===== src/rtl/fetch_queue.sv =====
// Instruction fetch stage with a small prefetch queue feeding decode.
// An li opcode is presented together with its immediate word; redirect flushes and refetches.
module fetch_queue #(
  parameter int unsigned DEPTH    = 4,
  parameter logic [15:0] RESET_PC = 16'h0000
) (
  input  logic        clk,
  input  logic        reset,
  output logic        imem_req,
  output logic [15:0] imem_addr,
  input  logic [15:0] imem_data,
  input  logic        redirect,
  input  logic [15:0] redirect_pc,
  input  logic        halt,
  output logic        inst_valid,
  input  logic        inst_ready,
  output logic [15:0] inst,
  output logic [15:0] inst_pc,
  output logic        is_li,
  output logic [15:0] imm,
  output logic [4:0]  count
);

  localparam int unsigned PTR_W = (DEPTH > 1) ? $clog2(DEPTH) : 1;
  localparam int unsigned SUM_W = PTR_W + 1;
  localparam int unsigned CNT_W = 5;
  localparam int unsigned OCC_W = CNT_W + 1;
  localparam logic [3:0]  LI_OP = 4'hF;

  logic [15:0]      fetch_pc, fetch_pc_d;
  logic [15:0]      req_pc, req_pc_d;
  logic             pending, pending_d;
  logic [PTR_W-1:0] head, head_d;
  logic [PTR_W-1:0] tail, tail_d;
  logic [CNT_W-1:0] cnt_q, cnt_d;
  logic             push;
  logic [1:0]       pop_n;
  logic [PTR_W-1:0] head_nxt;
  logic             has_head, has_pair;
  logic [OCC_W-1:0] occ;

  logic [15:0] pc_q   [DEPTH];
  logic [15:0] word_q [DEPTH];

  // Circular pointer advance that also works for non-power-of-two depths.
  function automatic logic [PTR_W-1:0] ptr_add(input logic [PTR_W-1:0] p, input logic [1:0] n);
    logic [SUM_W-1:0] s;
    s = {1'b0, p} + SUM_W'(n);
    if (s >= SUM_W'(DEPTH)) s = s - SUM_W'(DEPTH);
    return s[PTR_W-1:0];
  endfunction

  // Head presentation; outputs read zero whenever the queue is empty.
  assign head_nxt   = ptr_add(head, 2'd1);
  assign has_head   = (cnt_q != '0);
  assign has_pair   = (cnt_q >= CNT_W'(2));
  assign inst       = has_head ? word_q[head] : 16'h0000;
  assign inst_pc    = has_head ? pc_q[head] : 16'h0000;
  assign is_li      = has_head && (word_q[head][15:12] == LI_OP);
  assign imm        = (is_li && has_pair) ? word_q[head_nxt] : 16'h0000;
  assign inst_valid = !redirect && has_head && (!is_li || has_pair);
  assign count      = cnt_q;

  // Request only when the in-flight word is guaranteed a free slot.
  assign occ        = {1'b0, cnt_q} + OCC_W'(pending);
  assign imem_req   = reset && !redirect && !halt && (occ < OCC_W'(DEPTH));
  assign imem_addr  = fetch_pc;

  always_comb begin
    fetch_pc_d = fetch_pc;
    req_pc_d   = req_pc;
    pending_d  = imem_req;
    head_d     = head;
    tail_d     = tail;
    cnt_d      = cnt_q;
    push       = pending && !redirect;
    pop_n      = 2'd0;
    if (inst_valid && inst_ready) pop_n = is_li ? 2'd2 : 2'd1;
    if (redirect) begin
      fetch_pc_d = redirect_pc;
      head_d     = '0;
      tail_d     = '0;
      cnt_d      = '0;
    end else begin
      if (imem_req) begin
        fetch_pc_d = fetch_pc + 16'd1;
        req_pc_d   = fetch_pc;
      end
      if (push) tail_d = ptr_add(tail, 2'd1);
      head_d = ptr_add(head, pop_n);
      cnt_d  = cnt_q + CNT_W'(push) - CNT_W'(pop_n);
    end
  end

  always_ff @(posedge clk or negedge reset) begin
    if (!reset) begin
      fetch_pc <= RESET_PC;
      req_pc   <= RESET_PC;
      pending  <= 1'b0;
      head     <= '0;
      tail     <= '0;
      cnt_q    <= '0;
    end else begin
      fetch_pc <= fetch_pc_d;
      req_pc   <= req_pc_d;
      pending  <= pending_d;
      head     <= head_d;
      tail     <= tail_d;
      cnt_q    <= cnt_d;
    end
  end

  // Entry storage needs no reset: visibility is governed by the count.
  always_ff @(posedge clk) begin
    if (push) begin
      pc_q[tail]   <= req_pc;
      word_q[tail] <= imem_data;
    end
  end

endmodule


===== config.mk =====
export PLATFORM = sky130hd
export DESIGN_NAME = fetch_queue
export DESIGN_NICKNAME = d
export VERILOG_FILES = /design/src/rtl/fetch_queue.sv
export SDC_FILE = /design/constraint.sdc
export NUM_CORES = 1
export LEC_CHECK = 0
export ABC_AREA = 0
export CORE_AREA = 2 2 157 159
export CTS_CLUSTER_DIAMETER = 40
export DETAILED_ROUTE_END_ITERATION = 10
export DIE_AREA = 0 0 159 161
export PLACE_DENSITY = 0.59
export SLEW_MARGIN = 15
export SYNTH_ARGS = -nofsm -noshare
export SYNTH_HDL_FRONTEND = slang
export SYNTH_SLANG_ARGS = --single-unit

===== constraint.sdc =====
create_clock -name clk -period 4.8 [get_ports clk]
set_input_delay 0.96 -clock clk [delete_from_list [all_inputs] [get_ports clk]]
set_output_delay 0.96 -clock clk [all_outputs]
set_load 0.01 [all_outputs]

==> results of run 1 <==
[per-stage QoR]
step | utilization [%] | hold slack [ns] | setup slack (ns) | area [µm²]
after floorplan | - | 0.4758 | 1.458 | 7730
after global placement | 38.16 | 0.4890 | 0.9915 | 9145
after detailed placement | 38.16 | 0.5128 | 1.017 | 9145
after CTS | 40.41 | 0.5309 | 0.6471 | 9683
after global routing | 40.41 | 0.5566 | 0.5187 | 9683
final | 40.41 | 0.5237 | 0.7334 | 9683
[path summary, 6_finish.rpt]
check | endpoint | startpoint | depth (start not counted)
setup / recovery | imm[14] | head[0] | 6
max in group asynchronous | head[0] | reset | 2
setup reg to reg | count[4] | count[3] | 16
min in group asynchronous | imem_addr[14] | reset | 2
hold / removal | pc_q[3][8] | req_pc[8] | 0
hold reg to reg | pc_q[3][8] | req_pc[8] | 0
[worst max-delay path: stages, from the launching register on]
cell and delay [ns]:
dfrtp_4 0.84, mux4_2 0.61, and3_1 0.22, o211ai_1 0.15, buf_4 0.29, nor2b_1 0.08
clkdlybuf4s50_1 0.48
[state kept, by name, indices dropped and copies added, names as in the netlist]
signal,count
word_q,64
imem_addr,16
pending,1
head,2
tail,2
pc_q,64
req_pc,16
count,5
[cell families after synthesis]
group                    after synthesis  share of synthesized area [%]
adder cells (fa/ha/maj)               17                          2.849
multiplexers                          62                          15.90
AND/OR/NAND/NOR                      165                          10.99
AO/OA/AOI/OAI                         37                          3.464
buffers and inverters                 47                          2.800
flip-flops                           170                          63.32
XOR/XNOR                               6                         0.6798
[cells in the mapped netlist (2+ instances only)]
| master | number | share of area (%) |
|---|---|---|
| edfxtp_1 | 128 | 50 |
| nand2_1 | 58 | 2.8 |
| mux4_2 | 48 | 14 |
| dfrtp_1 | 42 | 14 |
| and2_1 | 39 | 3.2 |
| inv_1 | 19 | 0.92 |
| nor2b_1 | 18 | 1.5 |
| ha_1 | 16 | 2.6 |
| clkbuf_1 | 15 | 0.73 |
| nor2_1 | 13 | 0.63 |
| nand3_1 | 10 | 0.65 |
| o21ai_0 | 10 | 0.65 |
| buf_2 | 9 | 0.58 |
| mux2i_1 | 8 | 1.0 |
| a221o_1 | 7 | 0.91 |
| and3_1 | 7 | 0.57 |
| mux2_2 | 6 | 0.87 |
| a21oi_1 | 5 | 0.32 |
| nand4_1 | 5 | 0.40 |
| nor3_1 | 4 | 0.26 |
| nor4_1 | 4 | 0.32 |
| xor2_1 | 4 | 0.45 |
| a21o_1 | 3 | 0.29 |
| o211ai_1 | 3 | 0.29 |
| a32oi_1 | 2 | 0.23 |
| o31ai_1 | 2 | 0.19 |
| or2_2 | 2 | 0.16 |
| xnor2_1 | 2 | 0.23 |
[metal layers]
metal	part of all wire [%]	up-vias
met1	45	2292
met2	49	124
met4	1.2	0
met3	4.5	15
li1	-	2117
met5	0	-
[final cells by class]
type / instances / area, µm² / area share (%)
Clock inverter: 11 / 97.59 / 1.008
Timing Repair Buffer: 116 / 1136 / 11.73
Inverter: 20 / 80.08 / 0.8270
Multi-Input combinational cell: 287 / 2624 / 27.10
Tap cell: 324 / 405.4 / 4.187
Clock buffer: 21 / 440.4 / 4.548
Sequential cell: 170 / 4900 / 50.60
[power by group through the flow]
| stage | Sequential, mW | Combinational [mW] | Clock, mW |
|---|---|---|---|
| floorplan | 1.92 | 0.762 | 0 |
| global placement | 2.00 | 1.30 | 0 |
| detailed placement | 2.02 | 1.31 | 0 |
| CTS | 1.99 | 1.32 | 1.28 |
| global route | 2.02 | 1.41 | 1.34 |
| finish | 1.98 | 1.29 | 1.25 |
==> reports/metrics.cfg, run 1 <==
[power]
comb_power_share_pct = 28.5
switching_share_pct = 29.22
p_per_area_nw_per_um2 = 466.9
p_int_mw = 3.200
power_switching_mw = 1.321
p_clk_share_pct = 27.7
power_leakage_nw = 3.368
ir_drop_mv = 0.1787
p_seq_share_pct = 43.8
total_power_mw = 4.521

[timing]
max-slew-margin-rel_pct = 35.95
maxSlewViolCount = 0
fin_skew_ns = 0.006158
finalCritPeriodShare_pct = 84.72
fmax_mhz = 245.9
min_period_ns = 4.067
max_slew.worst_pin.slew_ns = 0.9608
setup_tns_ns = 0
setup_viol = 0
rsz0062_at_grt = false
hold_violations = 0

[global_route]
grt.overflow.total = 0
grtUsageMet2_pct = 22.83
grt_pass1_vias = 4915
busiest_layer = met2
use_met1_pct = 17.64
met3_usage_pct = 2.902
grt_max_degree = 43
grt_pass1_wl_mm = 26.84
antenna_found_initial = 0
grt_usage_pct = 13.55

[cts]
clkTransAtPathRegs_ns = 0.06
cts_resized = 0
numCtsBuffers = 17
htree_levels = 4
cts_tree = built
cts_buffer_depth = 2
post_cts_buffers = 0
clockRootBuffer = clkbuf_16
worstSkewPairLatency_ns = 0.42
clkSinkCount = 170
cts_hold_buf = 0

[detailed_routing]
first_pass_iters = 4
drtIter0Drc = 310
num_vias = 4548
wl_per_cell_um = 17.64
viasPerCell = 4.792
ant_nets = 0
routed_wl_mm = 16.74
drc = 0

[critical_path]
cp.arrival_ns = 3.11
required_ns = 3.84
path_class = flop to output pin
start_kind = flop
reg2reg_slack_ns = 1.35
cp-end-kind = output pin
critPathMaxFanout = 31

[placed_design]
numPortBuffers = 108
place_inst = 917
hpwlAfterDp_mm = 10.98
place.gp.congestion = 0.7656

[layout]
area_growth_pct = 25.27
finalNonFillerCells = 949
n_antenna_cell = 0
layout_commonest_cell = edfxtp_1
layout-drive-gt1-share_pct = 16.48
mostFrequentLayoutCells = edfxtp_1 (128), clkdlybuf4s50_1 (107), nand2_1 (58)
fillers = 2212
final_nets = 666

[synth]
synthArstFlopShare_pct = 24.71
syn-cell-area_um2 = 7730
avgSynthCellArea_um2 = 15.34
ys_warn_count = 0
postSynthCellCount = 504
synth_enable_flop_cells = 128
synthFlopType = edfxtp_1
syn_nets = 558
seq_area_frac_synth_pct = 63.32
yosysUniqueCellTypes = 43
ys_ff_latch = 170

[die]
row_count = 57
start_util_pct = 32.26
fp.dieH_um = 161
die_w_um = 159
io-pin-count = 109
die_area_um2 = 25600
core_area_um2 = 23960

[min_path]
hp-class = flop to flop

[job]
maxCapViolations = 0

[outcome]
status = completed

Note: power is estimated with default switching activity, not from simulation.
==> run 2, diff against run 1 <==
- PLACE_DENSITY: 0.59 -> 0.61
- clock period: 4.8 -> 3.5 ns (I/O delays scaled with it)
==> reports/metrics.cfg, run 2 (same netlist as run 1, synthesis figures left out) <==
[outcome]
status = completed  ; unchanged

[min_path]
hp-class = input port to async pin  ; was flop to flop

[critical_path]
cpPeakStageDelay_ns = 0.55  ; was 0.84 ns
reg2reg_slack_ns = 0.29  ; was 1.35 ns
worstPathCellList = inv_2 -> ha_1 -> or4b_4 -> buf_4 -> and2_1 -> clkdlybuf4s50_1  ; was mux4_2 -> and3_1 -> o211ai_1 -> buf_4 -> nor2b_1 -> clkdlybuf4s50_1
critPathMaxFanout = 25  ; was 31
reg2reg_from = count[3]  ; unchanged
required_ns = 2.80  ; was 3.84 ns
crit_path_top_delay_cell = or4b_4  ; was dfrtp_4
cp-end-kind = output pin  ; unchanged
cp.arrival_ns = 2.65  ; was 3.11 ns
worstRegToRegCells = 14  ; was 16
path_class = flop to output pin  ; unchanged
start_kind = flop  ; unchanged
crit-reg2reg-capture = count[4]  ; unchanged

[layout]
final_nets = 677  ; was 666
area_growth_pct = 28.28  ; was 25.27%
n_antenna_cell = 0  ; unchanged
layout-drive-gt1-share_pct = 18.71  ; was 16.48%
finalNonFillerCells = 960  ; was 949
mostFrequentLayoutCells = edfxtp_1 (128), clkdlybuf4s50_1 (90), nand2_1 (57)  ; was edfxtp_1 (128), clkdlybuf4s50_1 (107), nand2_1 (58)
design_area_um2 = 9916  ; was 9683 µm²
fillers = 2231  ; was 2,212
top_regs = pc_q x64, word_q x64  ; unchanged
seq_area_um2 = 4900  ; unchanged
layout_commonest_cell = edfxtp_1  ; unchanged
post-route-util_pct = 41.38  ; was 40.41%
multi_input_area_um2 = 2639  ; was 2624 µm²

[cts]
htree_levels = 4  ; unchanged
cts_hold_buf = 0  ; unchanged
clkTransAtPathRegs_ns = 0.06  ; about the same
cts_buffer_depth = 2  ; unchanged
clkSinkCount = 170  ; unchanged
cts_tree = built  ; unchanged
clockRootBuffer = clkbuf_16  ; unchanged
numCtsBuffers = 17  ; unchanged
worstSkewPairLatency_ns = 0.42  ; about the same

[global_route]
antenna_found_initial = 0  ; unchanged
grt_max_degree = 43  ; unchanged
grt_usage_pct = 14.04  ; was 13.55%
grt_pass1_wl_mm = 27.48  ; was 26.84 mm
grt_pass1_vias = 4892  ; was 4,915
grt.overflow.total = 0  ; unchanged

[timing]
holdWs_ns = 0.3740  ; was 0.5237 ns
fin_skew_ns = 0.01047  ; was 0.006158 ns
max_slew.worst_pin.slew_ns = 0.5534  ; was 0.9608 ns
max-slew-margin-rel_pct = 63.11  ; was 35.95%
fmax_mhz = 298.7
setup_tns_ns = 0  ; unchanged
finalCritPeriodShare_pct = 95.66
rsz0062_at_grt = true  ; was false
hold_violations = 0  ; unchanged
setup_viol = 0  ; unchanged
min_period_ns = 3.348
maxSlewViolCount = 0  ; unchanged
layout_setup_ws_ns = 0.1520  ; was 0.7334 ns

[detailed_routing]
num_vias = 4586  ; was 4,548
routed_wl_mm = 17.30  ; was 16.74 mm
viasPerCell = 4.777  ; was 4.792
first_pass_iters = 4  ; unchanged
drc = 0  ; unchanged
wl_per_cell_um = 18.02  ; was 17.64 µm
ant_nets = 0  ; unchanged
drtIter0Drc = 302  ; was 310

[power]
p_seq_share_pct = 42.0  ; was 43.8%
power_leakage_nw = 3.739  ; was 3.368 nW
p_clk_share_pct = 28.5  ; was 27.7%
p_per_area_nw_per_um2 = 640.5  ; was 466.9 nW/µm²
comb_power_share_pct = 29.5  ; was 28.5%
ir_drop_mv = 0.3097  ; was 0.1787 mV
switching_share_pct = 28.92  ; was 29.22%
total_power_mw = 6.351  ; was 4.521 mW
p_int_mw = 4.514  ; was 3.200 mW
power_switching_mw = 1.837  ; was 1.321 mW

[die]
fp.dieH_um = 161  ; unchanged
start_util_pct = 32.26  ; unchanged
row_count = 57  ; unchanged
die_area_um2 = 25600  ; unchanged
core_area_um2 = 23960  ; unchanged
die_w_um = 159  ; unchanged
io-pin-count = 109  ; unchanged

[placed_design]
place_inst = 926  ; was 917
place_ws_ns = 0.1753  ; was 1.017 ns
numPortBuffers = 108  ; unchanged
hpwlAfterDp_mm = 11.86  ; was 10.98 mm
post_dp_cell_area_um2 = 9275  ; was 9145 µm²
place.gp.congestion = 0.7493  ; was 0.7656

[job]
maxCapViolations = 0  ; unchanged

[run 2: worst max-delay path: cells and delay by family (launching register included)]
kind	cells	cell delay (ns)
simple gates	2	0.71
fa+ha+maj	1	0.17
buf+inv	3	0.91
flops	1	0.43
[run 2: worst max path at each step]
| stage | start | to | slack [ns] | depth (start not counted) |
|---|---|---|---|---|
| 2_1_floorplan | count[3] | count[4] | 0.16 | 15 |
| 3_3_place_gp | count[3] | count[4] | 0.32 | 15 |
| 3_5_place_dp | count[3] | count[4] | 0.18 | 15 |
| 4_1_cts | count[3] | imm[11] | 0.005 | 8 |
| 5_1_grt | count[3] | inst_pc[9] | 0.004 | 6 |
| 6_report | count[3] | inst_pc[9] | 0.15 | 6 |
[run 2: cell type report]
type,count,area share (%)
flip-flops and latches,170,49.41
clock buffers,20,4.505
well taps,324,4.088
inverters,20,0.8076
clock inverters,12,1.262
multi-input cells,287,26.61
repair buffers,127,13.31
[run 2: repair_timing]
item	in CTS	in global routing
buffers inserted	1	1
resized for setup	6	17
endpoints found under the setup margin	32	18
pin swaps	0	0
[run 2: metal layers]
| layer | wire [µm] | track usage (%) | vias to the layer above |
|---|---|---|---|
| met5 | 0 | 0 | - |
| met4 | 195 | 4.587 | 0 |
| met3 | 937 | 3.493 | 15 |
| met2 | 8549 | 23.16 | 136 |
| met1 | 7619 | 18.33 | 2288 |
| li1 | - | - | 2147 |
[run 2: power by group through the flow]
stage	logic [mW]	clock network [mW]	registers, mW
after floorplan	1.04	0	2.63
after global placement	1.86	0	2.69
after detailed placement	1.88	0	2.71
after CTS	1.90	1.84	2.67
after global routing	2.05	1.92	2.71
final	1.87	1.81	2.67
==> run 3, diff against run 2 <==
- SKIP_CTS_REPAIR_TIMING: not set -> 1
==> reports/metrics.cfg, run 3 (same netlist as run 1, synthesis figures left out) <==
[critical_path]
required_ns = 2.80  ; about the same
worstRegToRegCells = 14  ; unchanged
path_class = flop to output pin  ; unchanged
reg2reg_slack_ns = 0.25  ; was 0.29 ns
cp-end-kind = output pin  ; unchanged
crit-reg2reg-capture = count[4]  ; unchanged
cp.arrival_ns = 2.64  ; was 2.65 ns
reg2reg_from = count[2]  ; was count[3]
critPathMaxFanout = 4  ; was 25
start_kind = flop  ; unchanged

[power]
switching_share_pct = 28.84  ; was 28.92%
ir_drop_mv = 0.3082  ; was 0.3097 mV
power_switching_mw = 1.843  ; was 1.837 mW
power_leakage_nw = 3.808  ; was 3.739 nW
comb_power_share_pct = 30.1  ; was 29.5%
p_clk_share_pct = 28.3  ; was 28.5%
p_seq_share_pct = 41.6  ; was 42.0%
p_per_area_nw_per_um2 = 638.6  ; was 640.5 nW/µm²
p_int_mw = 4.547  ; was 4.514 mW

[detailed_routing]
wl_met1_mm = 7.655  ; was 7.619 mm
num_vias = 4694  ; was 4,586
top_layer = met4  ; unchanged
wl_met3_um = 998  ; was 937 µm
route.met2.wl_mm = 8.783  ; was 8.549 mm
first_pass_iters = 5  ; was 4
viasPerCell = 4.829  ; was 4.777
wl_per_cell_um = 18.11  ; was 18.02 µm
ant_nets = 0  ; unchanged
drtIter0Drc = 319  ; was 302
routed_wl_mm = 17.60  ; was 17.30 mm
drc = 0  ; unchanged

[layout]
multi_input_area_um2 = 2634  ; was 2639 µm²
mostFrequentLayoutCells = edfxtp_1 (128), clkdlybuf4s50_1 (91), nand2_1 (57)  ; was edfxtp_1 (128), clkdlybuf4s50_1 (90), nand2_1 (57)
layout_commonest_cell = edfxtp_1  ; unchanged
design_area_um2 = 10010  ; was 9916 µm²
area_growth_pct = 29.44  ; was 28.28%
final_nets = 689  ; was 677
seq_area_um2 = 4900  ; unchanged
fillers = 2224  ; was 2,231
top_regs = pc_q x64, word_q x64  ; unchanged
n_antenna_cell = 0  ; unchanged
layout-drive-gt1-share_pct = 20.37  ; was 18.71%

[timing]
setup_viol = 0  ; unchanged
rsz0062_at_grt = false  ; was true
min_period_ns = 3.343  ; was 3.348 ns
hold_violations = 0  ; unchanged
max-slew-margin-rel_pct = 63.07  ; was 63.11%
layout_setup_ws_ns = 0.1569  ; was 0.1520 ns
fmax_mhz = 299.1  ; was 298.7 MHz
finalCritPeriodShare_pct = 95.52  ; was 95.66%
maxSlewViolCount = 0  ; unchanged
fin_skew_ns = 0.01049  ; was 0.01047 ns
max_slew.worst_pin.slew_ns = 0.5539  ; was 0.5534 ns

[die]
io-pin-count = 109  ; unchanged
row_count = 57  ; unchanged
die_area_um2 = 25600  ; unchanged
die_w_um = 159  ; unchanged
fp.dieH_um = 161  ; unchanged
core_area_um2 = 23960  ; unchanged
start_util_pct = 32.26  ; unchanged

[global_route]
grt.overflow.total = 0  ; unchanged
grt_pass1_vias = 4882  ; was 4,892
grt_max_degree = 43  ; unchanged
grt_usage_pct = 14.04  ; unchanged
grt_pass1_wl_mm = 27.46  ; was 27.48 mm
antenna_found_initial = 0  ; unchanged

[cts]
clkSinkCount = 170  ; unchanged
cts_buffer_depth = 2  ; unchanged
clkTransAtPathRegs_ns = 0.06  ; about the same
htree_levels = 4  ; unchanged
cts_tree = built  ; unchanged
numCtsBuffers = 17  ; unchanged
clockRootBuffer = clkbuf_16  ; unchanged
worstSkewPairLatency_ns = 0.42  ; about the same

[job]
maxCapViolations = 0  ; unchanged

[placed_design]
hpwlAfterDp_mm = 11.86  ; unchanged
place_ws_ns = 0.1753  ; unchanged
post_dp_cell_area_um2 = 9275  ; unchanged
numPortBuffers = 108  ; unchanged
place.gp.congestion = 0.7493  ; unchanged

[outcome]
status = completed  ; unchanged

[min_path]
hp-class = input port to async pin  ; unchanged

## run 3: changes by cell type in the layout (fill, tap and decap cells not counted)
cell             previous run  this run
buf_4                      13        25
clkdlybuf4s50_1            90        91
dlygate4sd2_1               2         0
dlymetal6s2s_1             15        16
inv_1                      18        17
inv_2                       1         2
nand2_2                     0         1
nand2_4                     1         0
## run 3: metrics by stage
stage	TNS (ns)	total power [mW]	std cells	hold WS, ns	utilization [%]
finish	0	6.390	972	0.3760	41.76
global route	0	6.728	972	0.4208	41.76
CTS	-4.021	6.401	958	0.3956	41.09
detailed placement	0	4.591	926	0.5063	38.71
global placement	0	4.543	926	0.4928	38.71
floorplan	0	3.672	504	0.4044	-
## run 3: worst max-delay path by stage
stage	slack, ns	startpoint	end
3_3_place_gp	0.32	count[3]	count[4]
2_1_floorplan	0.16	count[3]	count[4]
5_1_grt	0.02	count[2]	imm[0]
3_5_place_dp	0.18	count[3]	count[4]
6_report	0.16	count[2]	imm[9]
4_1_cts	-0.24	count[3]	imm[9]
## run 3: power groups by stage
stage	clock network (mW)	registers, mW	logic [mW]
3_3_place_gp	0	2.69	1.86
6_report	1.81	2.66	1.92
3_5_place_dp	0	2.71	1.88
5_1_grt	1.92	2.70	2.11
2_1_floorplan	0	2.63	1.04
4_1_cts	1.84	2.67	1.89
## run 3: routing by layer
metal / global-route usage (%) / vias to the layer above
met4: 4.587 / 0
met5: 0 / -
li1: - / 2170
met2: 23.16 / 146
met1: 18.33 / 2366
met3: 3.493 / 12
## run 3: worst max-delay path, cell delays in order, from the launching register on
cell and delay (ns):
dfrtp_1 0.40, inv_2 0.09, ha_1 0.17, or3b_2 0.47, a21oi_2 0.18, o211ai_1 0.19
buf_4 0.20, buf_4 0.13, buf_4 0.13, nor2b_1 0.10, dlymetal6s2s_1 0.16
## run 3: cell type report
cell class                 count  share of cell area [%]
clock buffer                  20                   4.464
clock inverter                12                   1.250
inverter                      20                  0.8003
multi-input combinational    287                   26.32
sequential                   170                   48.97
tap                          324                   4.052
timing repair buffer         139                   14.14
